==> src/rtl/memory_requester_pkg.sv <==
// Shared memory-side types and constants for the PDP-8 memory requester:
// word width, read-type encodings, command and FSM state enums, auto-index range.
package memory_requester_pkg;

  typedef logic [11:0] word;

  localparam logic DATA_READ         = 1'b0;
  localparam logic INSTRUCTION_FETCH = 1'b1;

  localparam word AUTO_INDEX_LO = 12'o0010;
  localparam word AUTO_INDEX_HI = 12'o0017;

  typedef enum logic [1:0] {
    CMD_FETCH = 2'd0,
    CMD_READ  = 2'd1,
    CMD_WRITE = 2'd2,
    CMD_EA    = 2'd3
  } mem_cmd_t;

  typedef enum logic [3:0] {
    ST_IDLE     = 4'd0,
    ST_IF_REQ   = 4'd1,
    ST_IF_WAIT  = 4'd2,
    ST_IND_REQ  = 4'd3,
    ST_IND_WAIT = 4'd4,
    ST_AUTO_WR  = 4'd5,
    ST_OP_REQ   = 4'd6,
    ST_OP_WAIT  = 4'd7,
    ST_OP_WR    = 4'd8,
    ST_DONE     = 4'd9
  } req_state_t;

  // Locations 0010-0017 increment their contents when used as an indirect pointer.
  function automatic logic is_auto_index(input word ea);
    return (ea >= AUTO_INDEX_LO) && (ea <= AUTO_INDEX_HI);
  endfunction

endpackage

==> src/rtl/memory_requester_if.sv <==
// Command/response and memory-controller pins of the memory requester.
// master: the requester itself; slave: the CPU core plus memory controller side.
interface memory_requester_if;
  import memory_requester_pkg::*;

  logic     cmd_valid;
  logic     cmd_ready;
  mem_cmd_t cmd_op;
  word      cmd_pc;
  word      cmd_instr;
  word      cmd_wdata;

  logic     rsp_valid;
  word      rsp_data;
  word      rsp_ea;

  word      mem_address;
  word      mem_write_data;
  logic     mem_read_enable;
  logic     mem_read_type;
  logic     mem_write_enable;
  word      mem_read_data;

  modport master (
    input  cmd_valid, cmd_op, cmd_pc, cmd_instr, cmd_wdata, mem_read_data,
    output cmd_ready, rsp_valid, rsp_data, rsp_ea,
           mem_address, mem_write_data, mem_read_enable, mem_read_type, mem_write_enable
  );

  modport slave (
    output cmd_valid, cmd_op, cmd_pc, cmd_instr, cmd_wdata, mem_read_data,
    input  cmd_ready, rsp_valid, rsp_data, rsp_ea,
           mem_address, mem_write_data, mem_read_enable, mem_read_type, mem_write_enable
  );

endinterface

==> src/rtl/memory_requester_ea_calc.sv <==
// Direct effective address of a memory-reference instruction (page zero or
// current page) and detection of the auto-index pointer window.
module memory_requester_ea_calc
  import memory_requester_pkg::*;
(
  input  logic       page_sel,
  input  logic [6:0] offset,
  input  logic [4:0] pc_page,
  output word        ea,
  output logic       auto_idx
);

  // Page select picks between page zero and the page holding the instruction.
  always_comb begin
    ea       = page_sel ? {pc_page, offset} : {5'b0, offset};
    auto_idx = is_auto_index(ea);
  end

endmodule

==> src/rtl/memory_requester.sv <==
// PDP-8 memory requester: one command at a time, resolves effective addresses
// (page, indirection, auto-index write-back), pulses the controller pins and
// returns one response per command.
//
// state       | meaning
// ------------+--------------------------------------------------------------
// ST_IDLE     | ready for a command
// ST_IF_REQ   | instruction-fetch read pulse at cmd_pc
// ST_IF_WAIT  | capture fetched instruction
// ST_IND_REQ  | data read pulse for the indirect pointer
// ST_IND_WAIT | capture pointer, pick auto-index or operand step
// ST_AUTO_WR  | write incremented pointer back to its auto-index location
// ST_OP_REQ   | data read pulse at the final EA
// ST_OP_WAIT  | capture operand
// ST_OP_WR    | data write pulse of cmd_wdata at the final EA
// ST_DONE     | one-cycle response strobe
module memory_requester
  import memory_requester_pkg::*;
(
  input  logic                clk,
  input  logic                rst,
  memory_requester_if.master  bus
);

  req_state_t state_q, state_d;
  mem_cmd_t   op_q, op_sel;
  word        wdata_q, wd_sel;
  word        ea_q, ea_d, tgt;
  logic       auto_q;
  logic       ready_q;
  logic       accept;
  logic       to_operand;

  word        addr_q, addr_d;
  word        mwd_q, mwd_d;
  word        data_d;
  logic       rd_en_q, wr_en_q, rd_type_q;
  logic       rsp_valid_q;
  word        rsp_data_q, rsp_ea_q;

  word        ea_direct;
  logic       auto_direct;

  // Opcode bits select the CPU operation, not the memory access.
  logic unused_opcode;
  assign unused_opcode = ^bus.cmd_instr[11:9];

  memory_requester_ea_calc u_ea_calc (
    .page_sel (bus.cmd_instr[7]),
    .offset   (bus.cmd_instr[6:0]),
    .pc_page  (bus.cmd_pc[11:7]),
    .ea       (ea_direct),
    .auto_idx (auto_direct)
  );

  assign accept = (state_q == ST_IDLE) && ready_q && bus.cmd_valid;
  // While idle the live command drives the operand step so direct commands
  // issue their first pulse in the cycle right after acceptance.
  assign op_sel = (state_q == ST_IDLE) ? bus.cmd_op    : op_q;
  assign wd_sel = (state_q == ST_IDLE) ? bus.cmd_wdata : wdata_q;

  // Next state, next EA and the pin values to present during the next cycle.
  always_comb begin
    state_d    = state_q;
    ea_d       = ea_q;
    addr_d     = addr_q;
    mwd_d      = mwd_q;
    data_d     = '0;
    tgt        = ea_q;
    to_operand = 1'b0;
    unique case (state_q)
      ST_IDLE: begin
        if (accept) begin
          if (bus.cmd_op == CMD_FETCH) begin
            state_d = ST_IF_REQ;
            ea_d    = bus.cmd_pc;
            addr_d  = bus.cmd_pc;
          end else if (bus.cmd_instr[8]) begin
            state_d = ST_IND_REQ;
            ea_d    = ea_direct;
            addr_d  = ea_direct;
          end else begin
            ea_d       = ea_direct;
            tgt        = ea_direct;
            to_operand = 1'b1;
          end
        end
      end
      ST_IF_REQ:  state_d = ST_IF_WAIT;
      ST_IND_REQ: state_d = ST_IND_WAIT;
      ST_OP_REQ:  state_d = ST_OP_WAIT;
      ST_IF_WAIT, ST_OP_WAIT: begin
        data_d  = bus.mem_read_data;
        state_d = ST_DONE;
      end
      ST_IND_WAIT: begin
        if (auto_q) begin
          // Address stays on the pointer location for the write-back.
          ea_d    = bus.mem_read_data + 12'd1;
          mwd_d   = bus.mem_read_data + 12'd1;
          state_d = ST_AUTO_WR;
        end else begin
          ea_d       = bus.mem_read_data;
          tgt        = bus.mem_read_data;
          to_operand = 1'b1;
        end
      end
      ST_AUTO_WR: begin
        tgt        = ea_q;
        to_operand = 1'b1;
      end
      ST_OP_WR:   state_d = ST_DONE;
      ST_DONE:    state_d = ST_IDLE;
      default:    state_d = ST_IDLE;
    endcase
    if (to_operand) begin
      unique case (op_sel)
        CMD_READ: begin
          state_d = ST_OP_REQ;
          addr_d  = tgt;
        end
        CMD_WRITE: begin
          state_d = ST_OP_WR;
          addr_d  = tgt;
          mwd_d   = wd_sel;
        end
        default: state_d = ST_DONE;
      endcase
    end
  end

  // State register and registered pins; every pin follows the state being entered.
  always_ff @(posedge clk) begin
    if (rst) begin
      state_q     <= ST_IDLE;
      ready_q     <= 1'b0;
      ea_q        <= '0;
      addr_q      <= '0;
      mwd_q       <= '0;
      rd_en_q     <= 1'b0;
      wr_en_q     <= 1'b0;
      rd_type_q   <= INSTRUCTION_FETCH;
      rsp_valid_q <= 1'b0;
      rsp_data_q  <= '0;
      rsp_ea_q    <= '0;
    end else begin
      state_q     <= state_d;
      ready_q     <= (state_d == ST_IDLE);
      ea_q        <= ea_d;
      addr_q      <= addr_d;
      mwd_q       <= mwd_d;
      rd_en_q     <= (state_d == ST_IF_REQ) || (state_d == ST_IND_REQ) || (state_d == ST_OP_REQ);
      wr_en_q     <= (state_d == ST_AUTO_WR) || (state_d == ST_OP_WR);
      rd_type_q   <= (state_d == ST_IF_REQ) ? INSTRUCTION_FETCH : DATA_READ;
      rsp_valid_q <= (state_d == ST_DONE);
      if (state_d == ST_DONE) begin
        rsp_data_q <= data_d;
        rsp_ea_q   <= ea_d;
      end
    end
  end

  // Command fields latched at acceptance for the later steps.
  always_ff @(posedge clk) begin
    if (rst) begin
      op_q    <= CMD_FETCH;
      wdata_q <= '0;
      auto_q  <= 1'b0;
    end else if (accept) begin
      op_q    <= bus.cmd_op;
      wdata_q <= bus.cmd_wdata;
      auto_q  <= bus.cmd_instr[8] && auto_direct;
    end
  end

  assign bus.cmd_ready        = ready_q;
  assign bus.rsp_valid        = rsp_valid_q;
  assign bus.rsp_data         = rsp_data_q;
  assign bus.rsp_ea           = rsp_ea_q;
  assign bus.mem_address      = addr_q;
  assign bus.mem_write_data   = mwd_q;
  assign bus.mem_read_enable  = rd_en_q;
  assign bus.mem_write_enable = wr_en_q;
  assign bus.mem_read_type    = rd_type_q;

endmodule

==> src/flat_wrapper.sv <==
// flat-port wrapper written by rule: the top's interface ports become plain ports
module memory_requester_flat import memory_requester_pkg::*;
  (clk, rst, bus_cmd_valid, bus_cmd_op, bus_cmd_pc, bus_cmd_instr, bus_cmd_wdata, bus_mem_read_data, bus_cmd_ready, bus_rsp_valid, bus_rsp_data, bus_rsp_ea, bus_mem_address, bus_mem_write_data, bus_mem_read_enable, bus_mem_read_type, bus_mem_write_enable);
  memory_requester_if bus_i ();
  input  logic clk;
  input  logic rst;
  input wire logic [$bits(bus_i.cmd_valid)-1:0] bus_cmd_valid;
  input wire logic [$bits(bus_i.cmd_op)-1:0] bus_cmd_op;
  input wire logic [$bits(bus_i.cmd_pc)-1:0] bus_cmd_pc;
  input wire logic [$bits(bus_i.cmd_instr)-1:0] bus_cmd_instr;
  input wire logic [$bits(bus_i.cmd_wdata)-1:0] bus_cmd_wdata;
  input wire logic [$bits(bus_i.mem_read_data)-1:0] bus_mem_read_data;
  output wire logic [$bits(bus_i.cmd_ready)-1:0] bus_cmd_ready;
  output wire logic [$bits(bus_i.rsp_valid)-1:0] bus_rsp_valid;
  output wire logic [$bits(bus_i.rsp_data)-1:0] bus_rsp_data;
  output wire logic [$bits(bus_i.rsp_ea)-1:0] bus_rsp_ea;
  output wire logic [$bits(bus_i.mem_address)-1:0] bus_mem_address;
  output wire logic [$bits(bus_i.mem_write_data)-1:0] bus_mem_write_data;
  output wire logic [$bits(bus_i.mem_read_enable)-1:0] bus_mem_read_enable;
  output wire logic [$bits(bus_i.mem_read_type)-1:0] bus_mem_read_type;
  output wire logic [$bits(bus_i.mem_write_enable)-1:0] bus_mem_write_enable;
  assign bus_i.cmd_valid = bus_cmd_valid;
  assign bus_i.cmd_op = bus_cmd_op;
  assign bus_i.cmd_pc = bus_cmd_pc;
  assign bus_i.cmd_instr = bus_cmd_instr;
  assign bus_i.cmd_wdata = bus_cmd_wdata;
  assign bus_i.mem_read_data = bus_mem_read_data;
  assign bus_cmd_ready = bus_i.cmd_ready;
  assign bus_rsp_valid = bus_i.rsp_valid;
  assign bus_rsp_data = bus_i.rsp_data;
  assign bus_rsp_ea = bus_i.rsp_ea;
  assign bus_mem_address = bus_i.mem_address;
  assign bus_mem_write_data = bus_i.mem_write_data;
  assign bus_mem_read_enable = bus_i.mem_read_enable;
  assign bus_mem_read_type = bus_i.mem_read_type;
  assign bus_mem_write_enable = bus_i.mem_write_enable;
  memory_requester u_core (.clk(clk), .rst(rst), .bus(bus_i));
endmodule
==> config.mk <==
export PLATFORM = sky130hd
export DESIGN_NAME = memory_requester_flat
export DESIGN_NICKNAME = d
export VERILOG_FILES = /design/src/rtl/memory_requester_pkg.sv /design/src/rtl/memory_requester_if.sv /design/src/rtl/memory_requester_ea_calc.sv /design/src/rtl/memory_requester.sv /design/src/flat_wrapper.sv
export SDC_FILE = /design/constraint.sdc
export NUM_CORES = 1
export LEC_CHECK = 0
export BUFFER_PORTS_ARGS = -buffer_cell sky130_fd_sc_hd__buf_2
export CORE_UTILIZATION = 54
export DETAILED_ROUTE_END_ITERATION = 7
export PLACE_DENSITY_LB_ADDON = 0.25
export RECOVER_POWER = 50
export SLEW_MARGIN = 20
export SYNTH_ARGS = -nofsm -noshare
export SYNTH_HDL_FRONTEND = slang
export SYNTH_HIERARCHICAL = 1
export SYNTH_SLANG_ARGS = --single-unit
==> constraint.sdc <==
create_clock -name clk -period 4 [get_ports clk]
set_input_delay 0.4 -clock clk [delete_from_list [all_inputs] [get_ports clk]]
set_output_delay 0.4 -clock clk [all_outputs]
set_load 0.005 [all_outputs]
Word-level counts from Yosys, hierarchy flattened
Index checks and enable logic that the tools add are counted.
- memory bits (read-only): 0
- logic and storage cells: 82
- memories kept: 0
- latch bits: 0
- input bits: 53
- register bits after elaboration: 84
- RAM bits: 0
- output and inout port bits: 53
- bitwise operators: 0
- mux-type cells: 36
- div/mod/pow operators: 0
- magnitude comparators: 2
- equality and inequality tests: 16
- multipliers: 0
- shift-type cells: 0
- add/sub/neg operators: 1
- reductions and logical operators: 13
- operators by type and width (kind ; number):
    $mux 12 ; 20
    $pmux 12 s2 ; 2
    $pmux 4 s7 ; 1
    $eq 4x3->1 const B ; 6
    $mux 4 ; 5
    $add 12x1->12 const B ; 1
    $eq 4x2->1 const B ; 3
    $eq 4x4->1 const B ; 3
    $ge 12x4->1 const B ; 1
    $le 12x4->1 const B ; 1
    $eq 4x1->1 const B ; 2
    $logic_not 4->1 ; 2
    $pmux 4 s2 ; 1
    $mux 1 ; 5
    $logic_and 1x1->1 ; 4
    $reduce_or 2->1 ; 2
    $logic_or 1x1->1 ; 3
    $pmux 1 s3 ; 1
    $reduce_or 3->1 ; 1
    $eq 2x1->1 const B ; 1
    $eq 2x2->1 const B ; 1
    $logic_not 2->1 ; 1
    $mux 2 ; 1

Longest topological paths before layout
- word-level depth: 9
- gate-level depth with buffers: 13
- gate-level depth less buffers: 9

By module
Netlist, hierarchy kept.
- by module, submodules not included (module ; area each (um2) ; times used ; cells an instance ; sequential area each (um2)):
    memory_requester ; 4372.9 ; 1 ; 512 ; 1681.6
    memory_requester_ea_calc ; 115.1 ; 1 ; 15 ; 0.0

Worst setup path before layout
OpenSTA, ideal clock, no wires.
- kind: reg-to-reg
- start point: register u_core.state_q[3]
- end point: register u_core.rsp_ea_q[10] (netlist: u_core/bus.rsp_ea[10])
- data required time: 3.879 ns
- path buffers: 5
- library setup time: 0.121 ns
- arrival: 2.999 ns
- period minus slack after synthesis: 3.121 ns
- stages on the path, launching flop included: 13
- slack: 0.879 ns
- path through: dfxtp_1 buf_6 nor4_4 clkbuf_1 clkbuf_1 mux2i_1 ha_1 nor2_1 nor2_1 and3_4 buf_6 buf_12 mux2_4
- longest elaborated chain between the ends: 7
- elaborated cells between the ends (all ways): 27
- classes of those cells: eq/ne: 11; mux: 12; reduce/logical: 4
- ends and longest elaborated chain (what ; RTL line ; source):
    start: declaration ; memory_requester.sv:25 ; req_state_t state_q, state_d;
    start signal: assignment ; memory_requester.sv:147 ; state_q <= state_d;
    $logic_not 4->1 ; memory_requester.sv:56, memory_requester.sv:59, memory_requester.sv:71 ;
    $logic_and 1x1->1 (2 in a row) ; memory_requester.sv:56 ; assign accept = (state_q == ST_IDLE) && ready_q && bus.cmd_valid;
    $mux 4 or $mux 1 (tied branches) ; memory_requester.sv:73 ; if (accept) begin
    $pmux 4 s7 or $pmux 1 s3 (tied branches) ; memory_requester.sv:71 ; unique case (state_q)
    $mux 4 ; memory_requester.sv:116 ; if (to_operand) begin
    $eq 4x4->1 ; memory_requester.sv:156 ; if (state_d == ST_DONE) begin
    end signal: assignment ; memory_requester.sv:145 ; rsp_ea_q <= '0;
    end signal: assignment ; memory_requester.sv:158 ; rsp_ea_q <= ea_d;
    end: declaration ; memory_requester.sv:39 ; word rsp_data_q, rsp_ea_q;
Several ways; a longest one is shown, not always the timed one.
A chain may end at the register's enable or synchronous reset.

Worst setup path in the final report
- start point: register u_core.state_q[1]
- end point: register u_core.rsp_ea_q[5] (netlist: u_core/bus.rsp_ea[5])
Same word-level chain as after synthesis.

==> impl_metrics.ini <==
[sta]
timing.final.ws_setup_ns = 0.627
finalHoldViolCount = 0
fin_worst_skew_ns = 0.00968
post-route-min-period_ns = 3.37
whs_ns = 0.279
grt_setup_unrepaired = no
finalCritPeriodShare = 0.843
slew_violations = 0
fmax_mhz = 296
slew_headroom = 0.154
finalSetupViolCount = 0
worst_pin_slew_ns = 1.26
setup-tns-final_ns = 0

[final_layout]
post-route-cell-area_mm2 = 0.00513
num-nets-final = 660
utilization = 0.650
drive_gt1_frac = 0.237
diodes = 0
seq_area_mm2 = 0.00168
syn_to_final_growth_pct = 14.2
n_fill_cell = 696
multi_input_area_mm2 = 0.00255

[synth]
synthArstFlopShare = 0
avgSynthCellArea_um2 = 8.52
yosys.cell_types.count = 58
syn_nets = 584
netlist_area_mm2 = 0.00449
yosys-top-cells-area = dfxtp_1, nand2_1, a211oi_1, a21oi_1, nor2b_1
synth-main-ff-cell = dfxtp_1
synth-seq-cells = 84
seq_area_frac_synth = 0.375
synth_edf_count = 0
synth_cells = 527
ys_warn_count = 6
synth_area_leader_cell = dfxtp_1
synth_top_area_frac = 0.375

[drt]
ant_nets = 0
routed_wl_um = 12800
route.detailed.drc = 0
wl_met3_um = 1050
drt_iter0_drc = 354
via_per_inst = 6.07
dr_wl_met2_um = 6090
firstDrtPassIters = 5
wl_per_cell_um = 18.0
drt-met1-wl_um = 5260
vias = 4301
top_layer_used = met4

[global_routing]
grt-ovfl-total = 0
antenna_found_initial = 0
grt_max_degree = 43
grt_pass1_vias = 3993
grt_pass1_wl_um = 20300
grtUsageTotal = 0.304

[critical_path]
required_ns = 4.32
start_kind = flip-flop
worstPathMaxFanout = 15
reg2reg_depth = 7
worstSetupEndpointType = flip-flop
r2r-end = u_core/bus.rsp_ea[5]$_SDFFE_PP0P_
r2r_slack_ns = 0.63
r2r_start = u_core/state_q[1]$_SDFF_PP0_
crit_type = flip-flop to flip-flop
crit_arrival_ns = 3.69

[floorplanning]
fp.dieW_um = 93.2
num_rows = 32
die_area_mm2 = 0.00868
pin_count = 106
die_y_um = 93.2
start_util = 0.569
core_mm2 = 0.00789

[pwr]
internal_power_mw = 1.73
switching_power_mw = 1.12
swShare = 0.394
vdd_drop_max_uv = 359
p_seq_frac = 0.382
pwr-share-comb = 0.404
clkPwrFrac = 0.214
pwr_density_cell_mw_per_mm2 = 555
power.leakage_nw = 2.05

[worst_hold_path]
whs_endpoint = u_core/wdata_q[2]$_SDFFE_PP0N_
min_path_type = input port to flip-flop
hold_depth = 3
min_from = bus_cmd_wdata[2]

[clocking]
root_buffer = clkbuf_8
clkTransAtPathRegs_ns = 0.08
insertion_delay_ns = 0.37
clock_path_buffers = 2
cts.sinks = 84
post_cts_buffers = 0
cts_resized = 0
cts_tree = yes
cts_buffers = 9
cts_hold_buf = 0
cts.htree.levels = 3

[placement]
hpwlAfterDp_um = 8820
gp_congestion = 0.863
dpl-instance-area_mm2 = 0.00495
io_buffers = 102
place_ws_ns = 0.784

[outcome]
outcome = finished, final reports clean

[job]
maxCapViolations = 0
cell type report:
type,count,area share
clock buffers,13,0.0290
flip-flops and latches,84,0.328
repair buffers,112,0.111
inverters,5,0.00366
multi-input cells,391,0.497
clock inverters,2,0.00683
well taps,102,0.0249
synthesized netlist by cell type (all sizes together), types with 2 or more instances:
master,count
and2b,4
inv,5
dfxtp,84
nand4,5
nand2b,6
o21ai,6
a222oi,4
a2bb2oi,4
ha,4
and3,2
nand2,112
xnor2,5
or2,5
o21a,2
mux2,19
xor2,8
a22o,12
a22oi,5
nor2,21
mux2i,9
nor4,6
clkbuf,30
a21o,6
nor3,6
a31oi,6
o22ai,6
o21bai,2
nor2b,22
buf,17
nor4b,2
and2,6
o211ai,3
a211oi,24
a21oi,29
a41oi,4
a221oi,7
nand3,12
a311oi,8
cell families after synthesis:
kind of cell,after synthesis,synth area share
buffers and inverters,52,0.0611
DFF,84,0.375
adders and majority gates,4,0.0112
xor gates and xnor gates,13,0.0254
AOI/OAI and AO/OA,134,0.224
and+or+nand+nor,212,0.229
muxes,28,0.0753
metal layers:
metal | global-route usage | vias to the layer above
met4 | 0.149 | 0
met2 | 0.491 | 202
met1 | 0.385 | 2033
li1 | - | 2032
met3 | 0.0610 | 34
met5 | 0 | -
per-stage QoR:
| stage | power [mW] | std cells |
|---|---|---|
| final | 2.85 | 709 |
| after global routing | 3.00 | 709 |
| after CTS | 2.84 | 709 |
| after detailed placement | 2.23 | 694 |
| after global placement | 2.19 | 694 |
| after floorplan | 1.95 | 527 |
power groups by stage:
stage          clock, mW  sequential, mW  combinational (mW)
2_1_floorplan          0            1.06               0.885
3_3_place_gp           0            1.09                1.10
3_5_place_dp           0            1.10                1.13
4_1_cts            0.619            1.08                1.13
5_1_grt            0.657            1.11                1.24
6_report           0.609            1.09                1.15
cell usage in the layout (no fill, tap or decap), types with 3 or more instances in the layout:
| master | instances |
|---|---|
| a22oi_1 | 5 |
| nand2_1 | 112 |
| and2_1 | 6 |
| mux2i_1 | 9 |
| a41oi_1 | 4 |
| o22ai_1 | 6 |
| a2bb2oi_1 | 4 |
| clkbuf_1 | 16 |
| xor2_1 | 8 |
| nor2_1 | 21 |
| nor3_1 | 6 |
| inv_1 | 5 |
| buf_2 | 89 |
| a211oi_1 | 24 |
| or2_2 | 4 |
| a21oi_1 | 28 |
| buf_4 | 10 |
| nand4_1 | 5 |
| a22o_1 | 12 |
| o21ai_0 | 5 |
| mux2_2 | 10 |
| xnor2_1 | 5 |
| a221oi_1 | 7 |
| a222oi_1 | 4 |
| nand2b_1 | 6 |
| a21o_1 | 6 |
| ha_1 | 4 |
| nand3_1 | 12 |
| mux2_4 | 9 |
| and2b_1 | 4 |
| a311oi_1 | 8 |
| dfxtp_1 | 84 |
| clkbuf_8 | 10 |
| nor4_1 | 3 |
| nor2b_1 | 22 |
| a31oi_1 | 5 |
| o211ai_1 | 3 |
sequential cells by signal (all words and copies together), names as in the netlist:
| register | flops |
|---|---|
| u_core/bus.mem_write_enable | 1 |
| u_core/op_q | 2 |
| u_core/ea_q | 12 |
| u_core/state_q | 4 |
| u_core/auto_q | 1 |
| u_core/bus.mem_read_type | 1 |
| u_core/wdata_q | 12 |
| u_core/bus.rsp_data | 12 |
| u_core/bus.mem_address | 12 |
| u_core/bus.cmd_ready | 1 |
| u_core/bus.rsp_valid | 1 |
| u_core/bus.mem_read_enable | 1 |
| u_core/bus.mem_write_data | 12 |
| u_core/bus.rsp_ea | 12 |
critical path, cell delays in order, from the launching register on:
cell	delay [ns]
dfxtp_1	0.49
or3_1	0.50
or2_0	0.39
nor2_1	1.02
buf_4	0.37
nand2_1	0.07
a41oi_1	0.27
mux2_4	0.20
worst max path at each step:
stage,startpoint,to
3_3_place_gp,u_core/state_q[1]$_SDFF_PP0_,u_core/bus.rsp_data[3]$_SDFFE_PP0P_
5_1_grt,u_core/state_q[1]$_SDFF_PP0_,u_core/bus.rsp_ea[5]$_SDFFE_PP0P_
4_1_cts,u_core/state_q[1]$_SDFF_PP0_,u_core/bus.rsp_data[9]$_SDFFE_PP0P_
3_5_place_dp,u_core/state_q[1]$_SDFF_PP0_,u_core/bus.rsp_data[6]$_SDFFE_PP0P_
6_report,u_core/state_q[1]$_SDFF_PP0_,u_core/bus.rsp_ea[5]$_SDFFE_PP0P_
2_1_floorplan,u_core/state_q[3]$_SDFF_PP0_,u_core/bus.rsp_ea[10]$_SDFFE_PP0P_
(Power assumes the default switching activity.)
